File: config.mk
export PLATFORM = sky130hd
export DESIGN_NAME = hazard_controller
export DESIGN_NICKNAME = d
export VERILOG_FILES = /design/src/rtl/hazard_controller.sv
export SDC_FILE = /design/constraint.sdc
export NUM_CORES = 1
export LEC_CHECK = 0
export BUFFER_PORTS_ARGS = -buffer_cell sky130_fd_sc_hd__buf_4
export CAP_MARGIN = 20
export CORE_MARGIN = 4
export CORE_UTILIZATION = 37
export CTS_CLUSTER_DIAMETER = 80
export DETAILED_ROUTE_END_ITERATION = 16
export PLACE_DENSITY = 0.86
export SETUP_SLACK_MARGIN = 0.02
export SLEW_MARGIN = 20
export SYNTH_ARGS = -nofsm -noshare
export SYNTH_HDL_FRONTEND = slang
export SYNTH_SLANG_ARGS = --single-unit
File: constraint.sdc
create_clock -name CLK -period 1.6 [get_ports CLK]
set_input_delay 0.08 -clock CLK [delete_from_list [all_inputs] [get_ports CLK]]
set_output_delay 0.08 -clock CLK [all_outputs]
set_load 0.02 [all_outputs]
File: src/rtl/hazard_controller.sv
// -----------------------------------------------------------------------------
// hazard_controller
//   Central stall/flush sequencer for the 5-stage pipeline (IF/ID/EX/MEM/WB).
//   Handles load-use hazards the forwarding path cannot cover, dcache waits,
//   taken-branch/jump redirects from EX and halt. Drives the per-latch
//   enable/flush strobes and pc_en.
//
//   Optional feature macro: HAZARD_PERF_CNT_EN
//     defined   -> stall_cnt / flush_cnt are saturating performance counters
//     undefined -> stall_cnt / flush_cnt are tied to 0 (no counter flops)
//
// Parameters
//   DWAIT_MAX  dcache wait cycles before timeout_err is raised (>=1)
//   CNT_W      performance counter width
//
// Ports
//   CLK, RST                 clock (rising edge), synchronous active-high reset
//   ifid_rs/rt/i_type        source fields of the instruction in IF/ID
//   idex_MemRead/idex_wsel   load flag and destination of the instruction in ID/EX
//   ex_redirect              taken branch/jump resolved in EX
//   exmem_dREN/dWEN/halt     data request and halt flag in EX/MEM
//   ihit, dhit               cache hit strobes
//   pc_en, *_en, *_flush     PC/latch control (combinational from state+inputs)
//   halt_o                   core halted
//   timeout_err              sticky dcache wait timeout
//   stall_cnt, flush_cnt     performance counters
// -----------------------------------------------------------------------------
module hazard_controller #(
    parameter int unsigned DWAIT_MAX = 16,
    parameter int unsigned CNT_W     = 32
) (
    input  logic             CLK,
    input  logic             RST,
    input  logic [4:0]       ifid_rs,
    input  logic [4:0]       ifid_rt,
    input  logic             ifid_i_type,
    input  logic             idex_MemRead,
    input  logic [4:0]       idex_wsel,
    input  logic             ex_redirect,
    input  logic             exmem_dREN,
    input  logic             exmem_dWEN,
    input  logic             exmem_halt,
    input  logic             ihit,
    input  logic             dhit,
    output logic             pc_en,
    output logic             ifid_en,
    output logic             idex_en,
    output logic             exmem_en,
    output logic             memwb_en,
    output logic             ifid_flush,
    output logic             idex_flush,
    output logic             exmem_flush,
    output logic             halt_o,
    output logic             timeout_err,
    output logic [CNT_W-1:0] stall_cnt,
    output logic [CNT_W-1:0] flush_cnt
);

    localparam int unsigned WAIT_W = $clog2(DWAIT_MAX + 1);

    typedef enum logic [1:0] {
        ST_RUN    = 2'd0,
        ST_DWAIT  = 2'd1,
        ST_HALTED = 2'd2
    } state_t;

    // Winning rule of the priority chain for the current cycle.
    typedef enum logic [2:0] {
        ACT_RESET    = 3'd0,
        ACT_HALTED   = 3'd1,
        ACT_HALT     = 3'd2,
        ACT_DWAIT    = 3'd3,
        ACT_REDIRECT = 3'd4,
        ACT_LOADUSE  = 3'd5,
        ACT_IMISS    = 3'd6,
        ACT_RUN      = 3'd7
    } act_t;

    state_t            state;
    state_t            state_next;
    act_t              act;
    logic [WAIT_W-1:0] wait_cnt;
    logic [WAIT_W-1:0] wait_inc;
    logic              dpend;
    logic              loaduse;

    // Hazard detection terms.
    always_comb begin
        dpend   = (exmem_dREN | exmem_dWEN) & ~dhit;
        loaduse = idex_MemRead & (idex_wsel != 5'd0) &
                  ((idex_wsel == ifid_rs) |
                   (~ifid_i_type & (idex_wsel == ifid_rt)));
    end

    // Priority arbitration; a pending dcache access outranks a halt in EX/MEM.
    always_comb begin
        act = ACT_RUN;
        if (RST) begin
            act = ACT_RESET;
        end else if (state == ST_HALTED) begin
            act = ACT_HALTED;
        end else if (exmem_halt && !dpend) begin
            act = ACT_HALT;
        end else if (dpend) begin
            act = ACT_DWAIT;
        end else if (ex_redirect) begin
            act = ACT_REDIRECT;
        end else if (loaduse) begin
            act = ACT_LOADUSE;
        end else if (!ihit) begin
            act = ACT_IMISS;
        end
    end

    // Control outputs and next state. Every flush is paired with its enable.
    always_comb begin
        pc_en       = 1'b0;
        ifid_en     = 1'b0;
        idex_en     = 1'b0;
        exmem_en    = 1'b0;
        memwb_en    = 1'b0;
        ifid_flush  = 1'b0;
        idex_flush  = 1'b0;
        exmem_flush = 1'b0;
        halt_o      = 1'b0;
        state_next  = ST_RUN;
        case (act)
            ACT_RESET: begin
                state_next = ST_RUN;
            end
            ACT_HALTED: begin
                halt_o     = 1'b1;
                state_next = ST_HALTED;
            end
            ACT_HALT: begin
                state_next = ST_HALTED;
            end
            ACT_DWAIT: begin
                state_next = ST_DWAIT;
            end
            ACT_REDIRECT: begin
                // Also discards a fetch abandoned on an icache miss.
                pc_en      = 1'b1;
                ifid_en    = 1'b1;
                idex_en    = 1'b1;
                exmem_en   = 1'b1;
                memwb_en   = 1'b1;
                ifid_flush = 1'b1;
                idex_flush = 1'b1;
            end
            ACT_LOADUSE: begin
                // Hold PC and IF/ID, insert one bubble into ID/EX.
                idex_en    = 1'b1;
                idex_flush = 1'b1;
                exmem_en   = 1'b1;
                memwb_en   = 1'b1;
            end
            ACT_IMISS: begin
                // Hold PC, feed a NOP into IF/ID while downstream drains.
                ifid_en    = 1'b1;
                ifid_flush = 1'b1;
                idex_en    = 1'b1;
                exmem_en   = 1'b1;
                memwb_en   = 1'b1;
            end
            default: begin
                pc_en    = 1'b1;
                ifid_en  = 1'b1;
                idex_en  = 1'b1;
                exmem_en = 1'b1;
                memwb_en = 1'b1;
            end
        endcase
    end

    // Saturating increment of the dcache wait counter.
    always_comb begin
        if (wait_cnt >= WAIT_W'(DWAIT_MAX)) begin
            wait_inc = wait_cnt;
        end else begin
            wait_inc = wait_cnt + WAIT_W'(1);
        end
    end

    // State register, wait counter and sticky timeout flag.
    always_ff @(posedge CLK) begin
        if (RST) begin
            state       <= ST_RUN;
            wait_cnt    <= '0;
            timeout_err <= 1'b0;
        end else begin
            state <= state_next;
            if (act == ACT_DWAIT) begin
                wait_cnt <= wait_inc;
                if (wait_inc == WAIT_W'(DWAIT_MAX)) begin
                    timeout_err <= 1'b1;
                end
            end else begin
                wait_cnt <= '0;
            end
        end
    end

`ifdef HAZARD_PERF_CNT_EN
    logic [CNT_W-1:0] stall_q;
    logic [CNT_W-1:0] flush_q;
    logic             stall_hit;
    logic             flush_hit;

    // A halted core is idle, not stalled.
    always_comb begin
        stall_hit = ~pc_en & (act != ACT_HALTED) & (act != ACT_RESET);
        flush_hit = (act == ACT_REDIRECT);
    end

    // Saturating performance counters.
    always_ff @(posedge CLK) begin
        if (RST) begin
            stall_q <= '0;
            flush_q <= '0;
        end else begin
            if (stall_hit && !(&stall_q)) begin
                stall_q <= stall_q + CNT_W'(1);
            end
            if (flush_hit && !(&flush_q)) begin
                flush_q <= flush_q + CNT_W'(1);
            end
        end
    end

    assign stall_cnt = stall_q;
    assign flush_cnt = flush_q;
`else
    assign stall_cnt = '0;
    assign flush_cnt = '0;
`endif

endmodule
### Word level (Yosys, flattened, before mapping)

Index checks and enable logic that the tools add are counted.

| storage, ports and cells | value |
|---|---|
| register bits after elaboration | 8 |
| bits of input ports | 25 |
| memory bits (read-only) | 0 |
| output and inout port bits | 74 |
| bits in latches | 0 |
| memories kept | 0 |
| bits in writable memories | 0 |
| word-level logic and storage cells | 51 |

| operators by class | value |
|---|---|
| equal/unequal tests | 10 |
| reductions and logical operators | 12 |
| muxes and demuxes | 15 |
| shift operators | 0 |
| add/subtract/negate cells | 1 |
| div/mod/pow operators | 0 |
| magnitude comparators | 1 |
| multipliers | 0 |
| bitwise gates (word level) | 9 |

Operator list:

| cell | count |
|---|---|
| $mux W3 | 4 |
| $eq A5 B5 Y1 | 2 |
| $eq A3 B3 Y1 const B | 3 |
| $reduce_or A2 Y1 | 4 |
| $mux W1 | 7 |
| $eq A3 B2 Y1 const B | 2 |
| $reduce_or A6 Y1 | 1 |
| $add A5 B1 Y5 const B | 1 |
| $eq A5 B5 Y1 const B | 1 |
| $ge A5 B5 Y1 const B | 1 |
| $mux W5 | 1 |
| $reduce_bool A5 Y1 | 1 |
| $reduce_or A5 Y1 | 1 |
| $and A1 B1 Y1 | 4 |
| $mux W2 | 2 |
| $pmux W2 S2 | 1 |
| $reduce_or A4 Y1 | 1 |
| $eq A3 B1 Y1 const B | 1 |
| $logic_not A3 Y1 | 1 |
| $not A1 Y1 | 3 |
| $eq A2 B2 Y1 const B | 1 |
| $or A1 B1 Y1 | 2 |
| $reduce_and A2 Y1 | 1 |
| $logic_and A1 B1 Y1 | 1 |
| $logic_not A1 Y1 | 1 |

### Depth between registers and ports, before layout

Gate-level depths: netlist of the first run.

| depth | value |
|---|---|
| depth after elaboration | 13 |
| gate-level depth with buffers | 6 |
| gate-level depth less buffers | 6 |

### Worst setup path before layout of the first run

No wires, ideal clock.

| path | value |
|---|---|
| kind | reg2out |
| start point | register state[1] |
| end point | output port ifid_flush |
| stages on the path, launching flop included | 5 |
| path buffers | 0 |
| path slack | -74 ps |
| required time | 1520 ps |
| data arrival time | 1594 ps |
| cell sequence | dfxtp_1 nor2b_1 nor4b_2 o21ai_0 nor2_1 |

| between the ends | value |
|---|---|
| cells in the longest elaborated chain, start to end | 6 |
| elaborated cells on any way between the ends | 7 |
| those cells by class | eq/ne (3); mux (3); reduce/logical (1) |

Ends and longest elaborated chain:

| what | RTL line | source |
|---|---|---|
| from (decl) | 79 | `state_t state;` |
| from (signal assigned) | 192 | `state <= state_next;` |
| $eq A2 B2 Y1 * | 100 | `end else if (state == ST_HALTED) begin` |
| $mux W3 * | 100 |  |
| $mux W3 * | 98 | `if (RST) begin` |
| $eq A3 B3 Y1 | 127 | `case (act)` |
| $reduce_or A2 Y1 (no source line) * | -- |  |
| $mux W1 * | 127 |  |
| to (decl) | 50 | `output logic ifid_flush,` |

Every way passes the cells marked *; elsewhere a longest branch is shown, timed or not.

### Final worst setup path of the first run

| path | value |
|---|---|
| start point | register state[1] |
| end point | output port pc_en |

| between the ends | value |
|---|---|
| cells in the longest elaborated chain, start to end | 6 |
| elaborated cells on any way between the ends | 11 |
| those cells by class | eq/ne (6); mux (3); reduce/logical (2) |

Ends and longest elaborated chain:

| what | RTL line | source |
|---|---|---|
| $eq A2 B2 Y1 * | 100 |  |
| $mux W3 * | 100 |  |
| $mux W3 * | 98 |  |
| $eq A3 B2 Y1, or another cell as far along | 127 |  |
| $reduce_or A6 Y1 (no source line) * | -- |  |
| $mux W1 * | 127 |  |
| to (decl) | 45 | `output logic pc_en,` |

Marks and branches as above.

==> metrics, run 1 <==
share of cells above drive strength 1=26.9%; status=finished, final reports clean; Netlist cell types=33; Leakage=0.000607 uW; total CTS buffers=3; Sum Neg Setup Slack=0 ns; DRT iter0 DRCs=11; input/output buffers=33; dpl hpwl=1630 microns; die area=3830 sq um; Core Area=roughly 2800 sq um; Starting Density=approximately two fifths; crit-path max FO=5; CP Launch Type=register; final core area utilization=between 40 and 50%; WP data required=1.52 ns; diode count=0; # nets final=196; sequential fraction of the synthesis area=14.9%; ranking of synthesized cells by area=buf_4 47%, dfxtp_1 15%, xnor2_1 8.2%; FP Rows=19; Total Wirelength=1960 microns; Die Y=61.9 microns; total track usage=8.08%; synthesized flop and latch total=8; pwr dens=576 nW/um^2; area delta synth->final=6.41%; Avg Cell Area, Syn=7.95 sq um; CP arrival=1.41 ns; post-route ant nets=0; most frequent cells in the layout=65 x conb_1, 34 x buf_4, 10 x xnor2_1, 10 x nor2_1, 7 x dfxtp_1; cell taking the most area after synthesis=buf_4; die width=61.9 microns; vias in the first global route=about 570; Gate Count Post-Synth=135; post-synth top area share=46.9%; CP endpoint kind=primary output; clock tree buffer depth=2; grt ovf=0; RSZ-0062 raised after global routing=no; vias per cell=3.82; CTS Root Cell=clkbuf_4; IO Pins=99; H-tree levels=1; CTS sink cnt=8; initial antenna violation count=0; fin crit share=92.8%; Max Clock Skew=0.000816 ns; Final min period=1.49 ns; TritonRoute pass-1 iters=4; first-pass GRT wire length=2260 microns; Ys Warns=0; endpoints failing hold=0; DR DRC count=0; Worst-path clk slew=0.05 ns; Layout fillers=283; critical path class=register to primary output; clk_lat worst skew=0.26 ns; TritonCTS clock tree=yes; Vias=757; Mapped Area=1070 sq um; Routed wire per std cell=9.90 microns; Slew Limit Fails=0; largest net degree at the start of global routing=11; max-cap violation count=0; Max Clk Rate=673 MHz; cts hold-fix bufs=0; Peak VDD IR=0.000451 V; Hold WC Path Type=primary input to register; most common cell after layout, fill and taps aside=conb_1; routability cong.=0.810; setup violators final=0
layer usage:
layer / track usage [%] / wire length [microns] / vias to the layer above
met4: 5.45 / 36 / 0
met1: 7.64 / 535 / 330
met2: 14.8 / 1040 / 59
li1: - / - / 364
met5: 0 / 0 / -
met3: 2.48 / 350 / 4
cell usage after synthesis:
master	n
o21a_1	1
clkbuf_1	1
nand4_1	1
nor2_1	10
o21ai_0	2
buf_4	67
o21ai_2	1
mux2i_1	1
a31oi_1	1
a21o_1	1
nor4b_2	1
or3_1	1
xnor2_1	10
inv_2	1
a21oi_1	2
buf_2	1
ha_1	2
nand4b_1	1
nor3b_1	1
nor4b_1	1
inv_1	3
nor2b_1	4
or4_4	1
o32a_1	1
o32ai_1	1
nand3_1	1
dfxtp_1	8
conb_1	1
o21bai_1	1
xor2_1	3
nor3_2	1
a41oi_1	1
nand2_1	2
sequential cells by signal, indices dropped and copies added, names as in the netlist:
| name | flops |
|---|---|
| timeout_err | 1 |
| wait_cnt | 5 |
| state | 2 |
kinds of logic (layout without fill, tap and decap cells):
| group | count (synthesis) | count (layout) | synth area share [%] |
|---|---|---|---|
| other cells | 1 | 65 | 0.349 |
| mux | 1 | 1 | 0.932 |
| fa+ha+maj | 2 | 2 | 2.33 |
| simple gates | 25 | 25 | 13.9 |
| compound gates | 12 | 12 | 7.93 |
| flops | 8 | 8 | 14.9 |
| buf+inv | 73 | 41 | 49.1 |
| xor+xnor | 13 | 13 | 10.6 |
worst max-delay path: stages, from the launching register on:
cell	delay, ns
dfxtp_1	0.31
nor2b_4	0.14
nor4b_4	0.31
o21ai_1	0.11
nor2_1	0.13
buf_4	0.15
per-stage QoR:
stage                     power (uW)  area (sq um)  std cells  hold slack [ns]  setup slack, ns
final                            658          1140        198           0.0360            0.115
after global routing             701          1140        198           0.0456           0.0142
after CTS                        658          1130        198           0.0337           0.0226
after detailed placement         495          1100        194            0.309            0.132
after global placement           491          1100        194            0.298            0.194
after floorplan                  540          1320        199            0.152            0.147
power by group:
part           switching (uW)  internal, uW  total, uW
registers                4.80           205        210
clock network            70.9          86.0        157
logic                     203          88.2        291
total                     279           379        658
path summary, 6_finish.rpt:
path | slack, ns | cells after the start | from | endpoint
min reg2reg | 0.50 | 2 | timeout_err | timeout_err
max reg2reg | 0.21 | 6 | wait_cnt[1] | timeout_err
min | 0.04 | 2 | RST | state[1]
max | 0.11 | 5 | state[1] | pc_en
final cells by class:
| type | count | area [sq um] | share of cell area (%) |
|---|---|---|---|
| multi-input cells | 118 | 649 | 56.8 |
| repair buffers | 34 | 255 | 22.3 |
| inverters | 4 | 15.0 | 1.31 |
| flip-flops and latches | 8 | 161 | 14.1 |
| well taps | 31 | 38.8 | 3.40 |
| clock buffers | 3 | 22.5 | 1.97 |
repair_timing:
item,in CTS,in global routing
hold endpoints to repair,0,0
setup endpoints to repair,2,8
pin swaps,1,2
setup buffers,1,0
gates resized for setup,0,6
Power figures use the tool's default switching activity.
==> inputs of run 2 (changes only) <==
--- a/config.mk
+++ b/config.mk
@@ -11,7 +11,7 @@
 export CORE_UTILIZATION = 37
 export CTS_CLUSTER_DIAMETER = 80
 export DETAILED_ROUTE_END_ITERATION = 16
-export PLACE_DENSITY = 0.86
+export PLACE_DENSITY = 0.77
 export SETUP_SLACK_MARGIN = 0.02
 export SLEW_MARGIN = 20
 export SYNTH_ARGS = -nofsm -noshare
==> run 2 against run 1 <==
Net effect:
- flip-flop and latch count stayed put
- wire length is 7.5% lower
- critical path depth is the same
- sequential share of layout area shrank 0.24 points
- hold slack improved by 0.0093 ns
- largest cell class unchanged
- largest power group unchanged
==> metrics, run 2 (synthesized netlist as in run 1, its figures left out) <==
status=finished, final reports clean; max reg flops=5 (unchanged); die width=61.9 microns (unchanged); internal power=384 uW (+1.1%); Crit path depth=5 (unchanged); most flop-heavy register=wait_cnt; critical path endpoint=idex_flush; Peak VDD IR=0.000619 V (+37%); Place WS=0.131 ns (-0.000977 ns); final core area utilization=42.2% (+0.73 points); Worst Setup SP=state[1]; Net Switching=271 uW (-3.0%); Core Area=2760 sq um (unchanged); diode count=0 (unchanged); CP arrival=1.44 ns (+0.03 ns); final worst slack=0.0757 ns (-0.0389 ns); first-pass GRT wire length=2080 microns (-8.3%); Die Y=61.9 microns (unchanged); dpl hpwl=1560 microns (-4.2%); total CTS buffers=3 (unchanged); Final min period=1.52 ns (+0.0389 ns); IO Pins=99 (unchanged); die area=3830 sq um (unchanged); start point of the worst min-delay path=RST; critical path class=register to primary output; routability cong.=0.786 (-3.0%); CP cell instances=nor2b_4 -> nor4b_4 -> buf_4 -> o21a_1 -> buf_6; share of cells above drive strength 1=27.6% (+0.70 points); fin crit share=95.3% (+2.4 points); R2R cell count=6 (unchanged); WP data required=1.52 ns (about the same); Slew Limit Fails=0 (unchanged); largest net degree at the start of global routing=11 (unchanged); Leakage=0.000625 uW (+3.0%); Sum Neg Setup Slack=0 ns (unchanged); clock tree buffer depth=2 (unchanged); clk_lat worst skew=0.25 ns (about the same); Top Registers=wait_cnt: 5 flops, state: 2 flops, timeout_err: 1 flops; CP endpoint kind=primary output; max-cap violation count=0 (unchanged); worst r2r dst=timeout_err; Max Clk Rate=656 MHz (-2.6%); input/output buffers=33 (unchanged); # nets final=199 (+1.5%); Starting Density=38.9% (unchanged); CP delay by family, top=simple AND/OR/NAND/NOR gates; Min Hold Slack=0.0452 ns (+0.00926 ns); Max Clock Skew=0.00799 ns (+0.00717 ns); slowest CP cell=nor4b_4; reg-to-reg setup timing slack=0.17 ns (-0.04 ns); Layout fillers=280 (-1.1%); Hold WC Path Type=primary input to register; DR DRC count=0 (unchanged); FP Rows=19 (unchanged); Final Power=654 uW (-0.64%); register share of total power=32.1% (+0.2 points); CTS Root Cell=clkbuf_4; Total Wirelength=1810 microns (-7.5%); TritonRoute pass-1 iters=2 (-2); Worst-path clk slew=0.05 ns (about the same); vias per cell=3.78 (-1.2%); area delta synth->final=8.27%; initial antenna violation count=0 (unchanged); post-route ant nets=0 (unchanged); CTS sink cnt=8 (unchanged); vias in the first global route=554 (-1.9%); Routed wire per std cell=9.02 microns (-8.9%); total track usage=7.45% (-0.63 points); crit-path max cell delay=0.36 ns (+0.05 ns); crit-path max FO=5 (unchanged); grt ovf=0 (unchanged); setup violators final=0 (unchanged); Reg-to-Reg Start=wait_cnt[0]; most frequent cells in the layout=65 x conb_1, 36 x buf_4, 10 x xnor2_1, 10 x nor2_1, 7 x dfxtp_1; endpoints failing hold=0 (unchanged); CP Launch Type=register; H-tree levels=1 (unchanged); DRT iter0 DRCs=13 (+2); RSZ-0062 raised after global routing=no; worst path bufs/invs=2 (+1); switching share of power=41.4% (-1.0 points); TritonCTS clock tree=yes; most common cell after layout, fill and taps aside=conb_1; cts hold-fix bufs=0 (unchanged); clock share of power=22.9% (-0.9 points); Comb pwr share=45.1% (+0.8 points); Vias=759 (+0.26%); pwr dens=563 nW/um^2 (-2.3%)
==> run 2: how the worst min path moves through the flow <==
stage	end	depth (start not counted)
detailed placement	state[1]	2
global placement	timeout_err	2
floorplan	state[1]	1
global route	state[1]	2
CTS	state[1]	2
finish	state[1]	2
==> run 2: per-layer routing <==
metal	vias to the layer above	GRT usage [%]	wire length [microns]
met5	-	0	0
met4	0	5.45	38
met3	4	2.69	317
met2	51	13.2	969
met1	333	7.03	489
li1	371	-	-
==> run 2: final cells by class <==
| type | instances | area (sq um) | area share, % |
|---|---|---|---|
| well taps | 31 | 38.8 | 3.34 |
| flip-flops and latches | 8 | 161 | 13.9 |
| inverters | 4 | 15.0 | 1.29 |
| multi-input cells | 118 | 643 | 55.3 |
| repair buffers | 37 | 282 | 24.2 |
| clock buffers | 3 | 22.5 | 1.94 |
==> run 2: stage by stage <==
step           instances  cell area, sq um
2_1_floorplan        199              1320
6_report             201              1160
4_1_cts              197              1120
5_1_grt              201              1160
3_3_place_gp         194              1100
3_5_place_dp         194              1100
==> run 2: worst register-to-register path: stages (launching register included) <==
cell and delay (ns):
dfxtp_2 0.37, inv_1 0.08, ha_1 0.31, nor4b_1 0.29
a21o_1 0.12, a41oi_1 0.10, nor2_1 0.09
==> run 2: repair_timing <==
action | 4_1_cts | 5_1_grt
resized for setup | 0 | 5
endpoints found under the setup margin | 0 | 4
endpoints found under the hold margin | 0 | 0
buffers inserted | 0 | 4
==> run 2: power by group through the flow <==
stage | combinational, uW | clock, uW | sequential [uW]
floorplan | 329 | 0 | 212
global placement | 280 | 0 | 212
global route | 321 | 171 | 210
detailed placement | 281 | 0 | 212
finish | 295 | 150 | 210
CTS | 282 | 156 | 208
